--- src/rtl/label_pkg.sv ---
// Shared constants and pixel-pipeline types for the frequency-axis label overlay.
// Latency: n/a (definitions only).
// Backpressure: n/a; the video stream cannot stall.
package label_pkg;

    localparam int GLYPH_W  = 6;
    localparam int GLYPH_H  = 8;
    localparam int NCOLS    = 4;
    localparam int NROWS    = 12;
    localparam int PIPE_LAT = 3;
    localparam int RGB_W    = 16;

    typedef logic [RGB_W-1:0] rgb_t;

    typedef struct packed {
        logic de;
        logic hs;
        logic vs;
        rgb_t rgb;
    } vid_t;

    typedef struct packed {
        logic       hit;
        logic [2:0] bx;
    } ovl_t;

endpackage

--- src/rtl/label_pos_counter.sv ---
// Tracks line and pixel position within the frame and flags pixels that fall inside a glyph cell.
// Latency: combinational outputs for the current (S0) pixel; edge state is registered.
// Backpressure: none; follows the free-running video timing.
module label_pos_counter
    import label_pkg::*;
#(
    parameter int LBL_X0    = 8,
    parameter int LBL_Y0    = 4,
    parameter int ROW_PITCH = 40
) (
    input  logic       ck,
    input  logic       rst_n,
    input  logic       in_de,
    input  logic       in_vs,
    output logic [3:0] ry,
    output logic [2:0] scany,
    output logic [2:0] cx,
    output logic [2:0] bx,
    output logic       hit
);

    localparam logic [15:0] X0       = 16'(LBL_X0);
    localparam logic [15:0] Y0       = 16'(LBL_Y0);
    localparam logic [7:0]  PITCH_M1 = 8'(ROW_PITCH - 1);
    localparam logic [7:0]  GH       = 8'(GLYPH_H);
    localparam logic [3:0]  NR       = 4'(NROWS);
    localparam logic [2:0]  NC       = 3'(NCOLS);
    localparam logic [2:0]  BW_M1    = 3'(GLYPH_W - 1);

    logic        vs_d, de_d, frame_ok;
    logic [15:0] lcnt, pcnt;
    logic [3:0]  ry_q;
    logic [7:0]  ly_q;
    logic [2:0]  cx_q, bx_q;
    logic        vs_rise, de_rise, de_fall;
    logic [15:0] pcur, p_n;
    logic [2:0]  cxcur, bxcur, cx_n, bx_n;

    assign vs_rise = in_vs & ~vs_d;
    assign de_rise = in_de & ~de_d;
    assign de_fall = ~in_de & de_d;

    // The first pixel of a line must see a cleared counter in the same cycle.
    assign pcur  = de_rise ? 16'd0 : pcnt;
    assign cxcur = de_rise ? 3'd0  : cx_q;
    assign bxcur = de_rise ? 3'd0  : bx_q;

    assign hit = frame_ok & ~vs_rise & in_de & (lcnt >= Y0) & (ry_q < NR) & (ly_q < GH)
               & (pcur >= X0) & (cxcur < NC);

    assign ry    = ry_q;
    assign scany = ly_q[2:0];
    assign cx    = cxcur;
    assign bx    = bxcur;

    always_comb begin
        p_n  = pcur;
        cx_n = cxcur;
        bx_n = bxcur;
        if (pcur < X0) begin
            p_n = pcur + 16'd1;
        end else if (cxcur < NC) begin
            if (bxcur == BW_M1) begin
                bx_n = 3'd0;
                cx_n = cxcur + 3'd1;
            end else begin
                bx_n = bxcur + 3'd1;
            end
        end
    end

    always_ff @(posedge ck or negedge rst_n) begin
        if (!rst_n) begin
            vs_d     <= 1'b0;
            de_d     <= 1'b0;
            frame_ok <= 1'b0;
            lcnt     <= '0;
            ry_q     <= '0;
            ly_q     <= '0;
            pcnt     <= '0;
            cx_q     <= '0;
            bx_q     <= '0;
        end else begin
            vs_d <= in_vs;
            de_d <= in_de;
            if (in_de) begin
                pcnt <= p_n;
                cx_q <= cx_n;
                bx_q <= bx_n;
            end
            // Frame start takes priority over any coincident line edge.
            if (vs_rise) begin
                frame_ok <= 1'b1;
                lcnt     <= '0;
                ry_q     <= '0;
                ly_q     <= '0;
            end else if (de_fall) begin
                if (lcnt < Y0) begin
                    lcnt <= lcnt + 16'd1;
                end else if (ly_q == PITCH_M1) begin
                    ly_q <= '0;
                    if (ry_q < NR) ry_q <= ry_q + 4'd1;
                end else begin
                    ly_q <= ly_q + 8'd1;
                end
            end
        end
    end

endmodule

--- src/rtl/label_overlay.sv ---
// Overlays 12x4 frequency-axis glyphs on the RGB565 stream; LABEL_BG_EN selects an opaque box.
// Latency: fixed 3 cycles from in_* to out_*; char_map/char_rom lookups overlap S1/S2.
// Backpressure: none; pixels advance every clock, address ports hold outside the label area.
module label_overlay
    import label_pkg::*;
#(
    parameter int          LBL_X0    = 8,
    parameter int          LBL_Y0    = 4,
    parameter int          ROW_PITCH = 40,
    parameter logic [15:0] LABEL_RGB = 16'hFFFF,
    parameter logic [15:0] BG_RGB    = 16'h0000
) (
    input  logic        ck,
    input  logic        rst_n,
    input  logic        in_de,
    input  logic        in_hs,
    input  logic        in_vs,
    input  logic [15:0] in_rgb,
    output logic [3:0]  map_ychr,
    output logic [2:0]  map_xchr,
    input  logic [3:0]  map_chr,
    output logic [3:0]  rom_chr,
    output logic [2:0]  rom_scany,
    input  logic [5:0]  rom_row,
    output logic        out_de,
    output logic        out_hs,
    output logic        out_vs,
    output logic [15:0] out_rgb
);

`ifdef LABEL_BG_EN
    localparam logic BG_EN = 1'b1;
`else
    localparam logic BG_EN = 1'b0;
`endif

    localparam int          ND    = PIPE_LAT - 1;
    localparam logic [2:0]  BW_M1 = 3'(GLYPH_W - 1);

    logic [3:0] ry;
    logic [2:0] scany, cx, bx;
    logic       hit;
    vid_t       vpipe [ND];
    ovl_t       opipe [ND];
    logic [2:0] bit_idx;
    logic       glyph_bit;
    rgb_t       pix;

    label_pos_counter #(
        .LBL_X0    (LBL_X0),
        .LBL_Y0    (LBL_Y0),
        .ROW_PITCH (ROW_PITCH)
    ) u_pos (
        .ck    (ck),
        .rst_n (rst_n),
        .in_de (in_de),
        .in_vs (in_vs),
        .ry    (ry),
        .scany (scany),
        .cx    (cx),
        .bx    (bx),
        .hit   (hit)
    );

    assign rom_chr = map_chr;

    // rom_row bit 5 is the leftmost pixel of the glyph line.
    assign bit_idx   = BW_M1 - opipe[ND-1].bx;
    assign glyph_bit = rom_row[bit_idx];

    always_comb begin
        pix = vpipe[ND-1].rgb;
        if (opipe[ND-1].hit && glyph_bit) pix = LABEL_RGB;
        else if (opipe[ND-1].hit && BG_EN) pix = BG_RGB;
    end

    always_ff @(posedge ck or negedge rst_n) begin
        if (!rst_n) begin
            map_ychr  <= '0;
            map_xchr  <= '0;
            rom_scany <= '0;
            for (int i = 0; i < ND; i++) begin
                vpipe[i] <= '0;
                opipe[i] <= '0;
            end
            out_de  <= 1'b0;
            out_hs  <= 1'b0;
            out_vs  <= 1'b0;
            out_rgb <= '0;
        end else begin
            if (hit) begin
                map_ychr  <= ry;
                map_xchr  <= cx;
                rom_scany <= scany;
            end
            vpipe[0] <= '{de: in_de, hs: in_hs, vs: in_vs, rgb: in_rgb};
            opipe[0] <= '{hit: hit, bx: bx};
            for (int i = 1; i < ND; i++) begin
                vpipe[i] <= vpipe[i-1];
                opipe[i] <= opipe[i-1];
            end
            out_de  <= vpipe[ND-1].de;
            out_hs  <= vpipe[ND-1].hs;
            out_vs  <= vpipe[ND-1].vs;
            out_rgb <= pix;
        end
    end

endmodule
--- config.mk ---
export PLATFORM = sky130hd
export DESIGN_NAME = label_overlay
export DESIGN_NICKNAME = d
export VERILOG_FILES = /design/src/rtl/label_pkg.sv /design/src/rtl/label_pos_counter.sv /design/src/rtl/label_overlay.sv
export SDC_FILE = /design/constraint.sdc
export NUM_CORES = 1
export LEC_CHECK = 0
export BUFFER_PORTS_ARGS = -buffer_cell sky130_fd_sc_hd__buf_4
export CORE_MARGIN = 5
export CORE_UTILIZATION = 29
export CTS_CLUSTER_SIZE = 14
export DETAILED_ROUTE_END_ITERATION = 16
export PLACE_DENSITY = 0.48
export SLEW_MARGIN = 20
export SYNTH_ARGS = -nofsm -noshare
export SYNTH_HDL_FRONTEND = slang
export SYNTH_SLANG_ARGS = --single-unit
--- constraint.sdc ---
create_clock -name ck -period 3 [get_ports ck]
set_input_delay 0.6 -clock ck [delete_from_list [all_inputs] [get_ports ck]]
set_output_delay 0.6 -clock ck [all_outputs]
set_load 0.02 [all_outputs]
### Word-level counts from Yosys, hierarchy flattened

Index checks and enable logic that the tools add are counted.

* reduce and logical (&&, ||, !) cells: 8
* bitwise logic cells: 14
* multiplexer cells: 25
* equal/unequal tests: 3
* add/subtract/negate cells: 7
* order comparisons: 8

Operator list (count)
* $mux 16: 6
* $add 16x1->16 const B: 2
* $mux 8: 4
* $mux 3: 8
* $mux 4: 5
* $ge 16x3->1 const B: 1
* $ge 16x4->1 const B: 1
* $lt 16x3->1 const B: 1
* $lt 16x4->1 const B: 1
* $and 1x1->1: 10
* $add 8x1->8 const B: 1
* $eq 8x6->1 const B: 1
* $lt 8x4->1 const B: 1
* $reduce_bool 2->1: 4
* $add 3x1->3 const B: 2
* $add 4x1->4 const B: 1
* $lt 3x4->1 const B: 1
* $lt 4x4->1 const B: 1
* $not 1->1: 4
* $reduce_and 2->1: 2
* $reduce_and 4->1: 1
* $bmux 1 s3: 1
* $eq 3x3->1 const B: 1
* $lt 3x3->1 const B: 1
* 4 further kinds: 4

* output and inout port bits: 33
* word-level logic and storage cells: 91
* register bits: 126
* input port bits: 31

### Logic depth before layout (Yosys ltp)

* depth in word-level cells: 10
* mapped depth: 9

### Modules after synthesis

A second synthesis with hierarchy kept.

* cell total of the unflattened synthesis: 341
* area, all modules: 4615.7 µm²

By module, submodules not included
* label_pos_counter: area each 2373.5 µm², times used 1, cells each 226
* label_overlay: area each 2242.2 µm², times used 1, cells each 115

### Worst setup path before layout

OpenSTA, ideal clock, no wires.

* kind: input-to-reg
* start: input in_vs
* end: register map_xchr[0]
* arrival: 1.752 ns
* cell stages on the path: 6
* path slack: 1.123 ns
* library setup time: 0.125 ns
* path through: nor2b_1 nor2_1 nand3_1 nor4b_4 buf_6 mux2_4

* cells in the longest elaborated chain, start to end: 9

RTL lines
* start: declaration: RTL line label_overlay.sv:17 `input logic in_vs,`
* $and 1x1->1: RTL line label_pos_counter.sv:39 `assign vs_rise = in_vs & ~vs_d;`
* $not 1->1: RTL line label_pos_counter.sv:48 `assign hit = frame_ok & ~vs_rise & in_de & (lcnt >= Y0) & (ry_q < NR) & (ly_q < GH)`
* $and 1x1->1 (5 in series): RTL line label_pos_counter.sv:48
* $and 1x1->1 (2 in series): RTL line label_pos_counter.sv:49 `& (pcur >= X0) & (cxcur < NC);`
* via hit: RTL line label_overlay.sv:42 `logic hit;`
* end signal: assignment: RTL line label_overlay.sv:80 `map_xchr <= '0;`
* end signal: assignment: RTL line label_overlay.sv:93 `map_xchr <= cx;`
* end: declaration: RTL line label_overlay.sv:20 `output logic [2:0] map_xchr,`

The timed path passes the listed nets, and every way through them passes these cells.
A chain may end at the register's enable or synchronous reset.

### Final worst setup path

* start: register u_pos.de_d
* end: register u_pos.pcnt[2]

* cells in the longest elaborated chain, start to end: 5
* elaborated cells on any way between the ends: 6
* classes of those cells: add/sub: 1; order compare: 1; mux: 2; bitwise: 2

RTL lines
* start: declaration: RTL line label_pos_counter.sv:30 `logic vs_d, de_d, frame_ok;`
* start signal: assignment: RTL line label_pos_counter.sv:85 `de_d <= in_de;`
* $not 1->1 (*): RTL line label_pos_counter.sv:40 `assign de_rise = in_de & ~de_d;`
* $and 1x1->1 (*): RTL line label_pos_counter.sv:40
* $mux 16 (*): RTL line label_pos_counter.sv:44 `assign pcur = de_rise ? 16'd0 : pcnt;`
* $add 16x1->16 / $lt 16x4->1 (equally long branches): RTL line label_pos_counter.sv:61, label_pos_counter.sv:60
* $mux 16 (*): RTL line label_pos_counter.sv:60 `if (pcur < X0) begin`
* end signal: assignment: RTL line label_pos_counter.sv:87 `pcnt <= p_n;`
* end: declaration: RTL line label_pos_counter.sv:31 `logic [15:0] lcnt, pcnt;`

Every way passes the cells marked *; elsewhere a longest branch is shown, timed or not.

==> flow_summary.toml <==
[outcome]
status = "completed"

[cells_and_area]
stdcell_area_sq_um = 5840
insertedDiodeCount = 0
layout.nets = 431
final_util = 0.381
n_fill_cell = 1479
drive_above_1_share = 0.278
area_delta_synth_final_pct = 28.3

[logic_synthesis]
ys_seq_area_frac = 0.693
syn-instance-count = 326
ys_dominant_reg_cell = "dfrtp_1"
synth_area_sq_um = 4550
synth_warnings = 0
synthArstFlopShare = 1.00
synth_edf_count = 0
synth_cell_types = 41
syn_area_per_cell_sq_um = 14.0
synth_nets = 364
ys_seq_elements = 126

[critical_path]
rr_worst_depth = 8
end_kind = "register"
crit_start = "u_pos.de_d"
crit_type = "register to register"
r2r_end = "u_pos.pcnt[2]"
worstPathArrival_ps = 2300
critPathLaunchType = "register"
reg2reg_slack_ps = 980
timing.rr.start = "u_pos.de_d"
cp.required_ps = 3290
path_max_fanout = 15
crit_top_cell = "nand2_1"
critPathSlowestCell = "dfrtp_1"
cp_cell_sequence = "nand2b_1, nand2_1, inv_1, ha_1, nand2_1, or3_1, o21ai_0, a21oi_1"
max_stage_delay_ps = 620

[floorplanning]
core_region_area_sq_um = 15300
die_y_microns = 135
die_area_sq_um = 18300
num_rows = 45
initial_core_util = 0.297
die_w_microns = 135
ios = 64

[placement]
preCtsSetupSlack_ps = 823
dp_hpwl_mm = 5.35
routabilityCongestion = 0.733
place_area_sq_um = 5220
io_buffer_count = 55

[run]
maxCapViolations = 0

[clock_tree]
cts-resized-gates = 0
post-cts-setup-buffer-count = 0
numClockSinks = 126
tritoncts = "yes"
cts_max_path_buffers = 2
clk_pin_slew_ps = 60
cts-root-buf = "clkbuf_16"
clk_latency_ps = 410
cts_buffers = 17
hold_buffers = 0
htree_levels = 4

[global_routing]
antenna_found_initial = 0
grt_pass1_vias = 2589
grt_pass1_wl_mm = 13.3
overflow = 0
grt_usage = 0.0949
grt_max_degree = 59

[timing]
worstMarginPinSlew_ps = 767
setup_violations = 0
max_freq_mhz = 496
hold_viol_final = 0
whs_ps = 253
min_period_over_period = 0.673
fin_skew_ps = 6.08
final-max-slew-violation-count = 0
tns_ps = 0
setup_slack_ps = 982
final.min_clock_period_ps = 2020
timing.slew.headroom = 0.488
rsz0062_at_grt = "no"

[pwr]
ir_drop_mv = 0.409
power.density_nw_per_um2 = 733
p_leak_uw = 0.00274

[detailed_routing]
vias = 2527
drt-total-wl_mm = 8.04
wl_per_cell_microns = 13.0
avgViaCountPerCell = 4.10
drc = 0
dr.pass1.iters = 4
ant_nets = 0
drtIter0Drc = 182

[hold_path]
hold_class = "input port to asynchronous set/reset pin"
-- worst max path at each step --
stage                               end  depth (start not counted)
after global routing      u_pos.pcnt[2]                          8
after floorplan             map_xchr[0]                          6
after CTS                 u_pos.pcnt[2]                          8
after global placement     rom_scany[0]                          7
after detailed placement   rom_scany[0]                          7
final                     u_pos.pcnt[2]                          8
-- power breakdown --
| group | internal, uW | leakage (uW) | total, uW | switching (uW) |
|---|---|---|---|---|
| Combinational | 135 | 0.000843 | 293 | 158 |
| Sequential | 1800 | 0.00161 | 1860 | 58.1 |
| Clock | 1390 | 0.000288 | 2120 | 737 |
-- routing by layer --
layer / vias to the layer above / global-route usage / wire length [microns]
met4: 0 / 0.0538 / 184
met1: 1215 / 0.132 / 4020
met3: 16 / 0.0353 / 464
met5: - / 0 / 0
met2: 73 / 0.126 / 3370
li1: 1223 / - / -
-- final cells by class --
type	count	area [sq um]	share of cell area
flip-flops and latches	126	3150	0.540
multi-input cells	181	1300	0.222
repair buffers	60	475	0.0814
clock buffers	18	429	0.0735
well taps	211	264	0.0452
clock inverters	14	194	0.0332
inverters	7	26.3	0.00450
-- sequential cells by signal, summed over array words and instances, names as in the netlist --
| name | count |
|---|---|
| out_vs | 1 |
| u_pos.pcnt | 16 |
| map_ychr | 4 |
| u_pos.vs_d | 1 |
| u_pos.cx_q | 3 |
| u_pos.frame_ok | 1 |
| out_de | 1 |
| opipe | 8 |
| u_pos.ly_q | 8 |
| rom_scany | 3 |
| u_pos.de_d | 1 |
| out_rgb | 16 |
| map_xchr | 3 |
| out_hs | 1 |
| u_pos.bx_q | 3 |
| u_pos.lcnt | 16 |
| u_pos.ry | 4 |
| vpipe | 36 |
-- worst max-delay path, delay by kind of cell (launching register included) --
kind	cells	cell delay [ps]
AOI/OAI and AO/OA	2	160
and+or+nand+nor	4	810
adders and majority gates	1	190
buffers and inverters	1	100
DFF	1	620
-- Yosys cell counts (all sizes together) (5+ instances only) --
cell type,instances,share of area
inv,7,0.0058
o21ai,9,0.0099
and2,30,0.041
ha,7,0.019
mux2,11,0.034
nor4,7,0.014
dfrtp,126,0.69
mux2i,5,0.011
buf,8,0.013
nand2b,24,0.033
nand3,13,0.015
nor2,14,0.012
nand2,21,0.018
-- through the flow --
step | cells | power, uW
detailed placement | 585 | 2190
finish | 617 | 4280
global placement | 585 | 2180
CTS | 617 | 4350
global route | 617 | 4470
floorplan | 326 | 2060
-- kinds of logic after synthesis --
logic type      after synthesis  synth area share
fa+ha+maj                     7            0.0192
compound gates               23            0.0330
xor+xnor                      6            0.0115
buf+inv                      19            0.0225
simple gates                128             0.171
mux                          17            0.0498
flops                       126             0.693
-- cells in the final DEF (no fill, tap or decap), types with 3 or more instances in the layout --
cell / n
mux2_2: 3
clkinv_4: 3
clkinvlp_4: 5
xnor2_1: 4
mux2i_1: 5
o21ai_0: 9
buf_4: 58
nor4_1: 5
nand3_1: 12
o221ai_1: 3
dfrtp_1: 126
nand2_1: 19
a21oi_1: 3
mux2_4: 8
ha_1: 7
nor3_1: 3
nand2b_1: 24
nor2b_1: 4
inv_1: 7
clkbuf_16: 17
bufinv_16: 4
and2_1: 30
nor2_1: 14
nand3b_1: 3
Note: power is estimated with default switching activity, not from simulation.
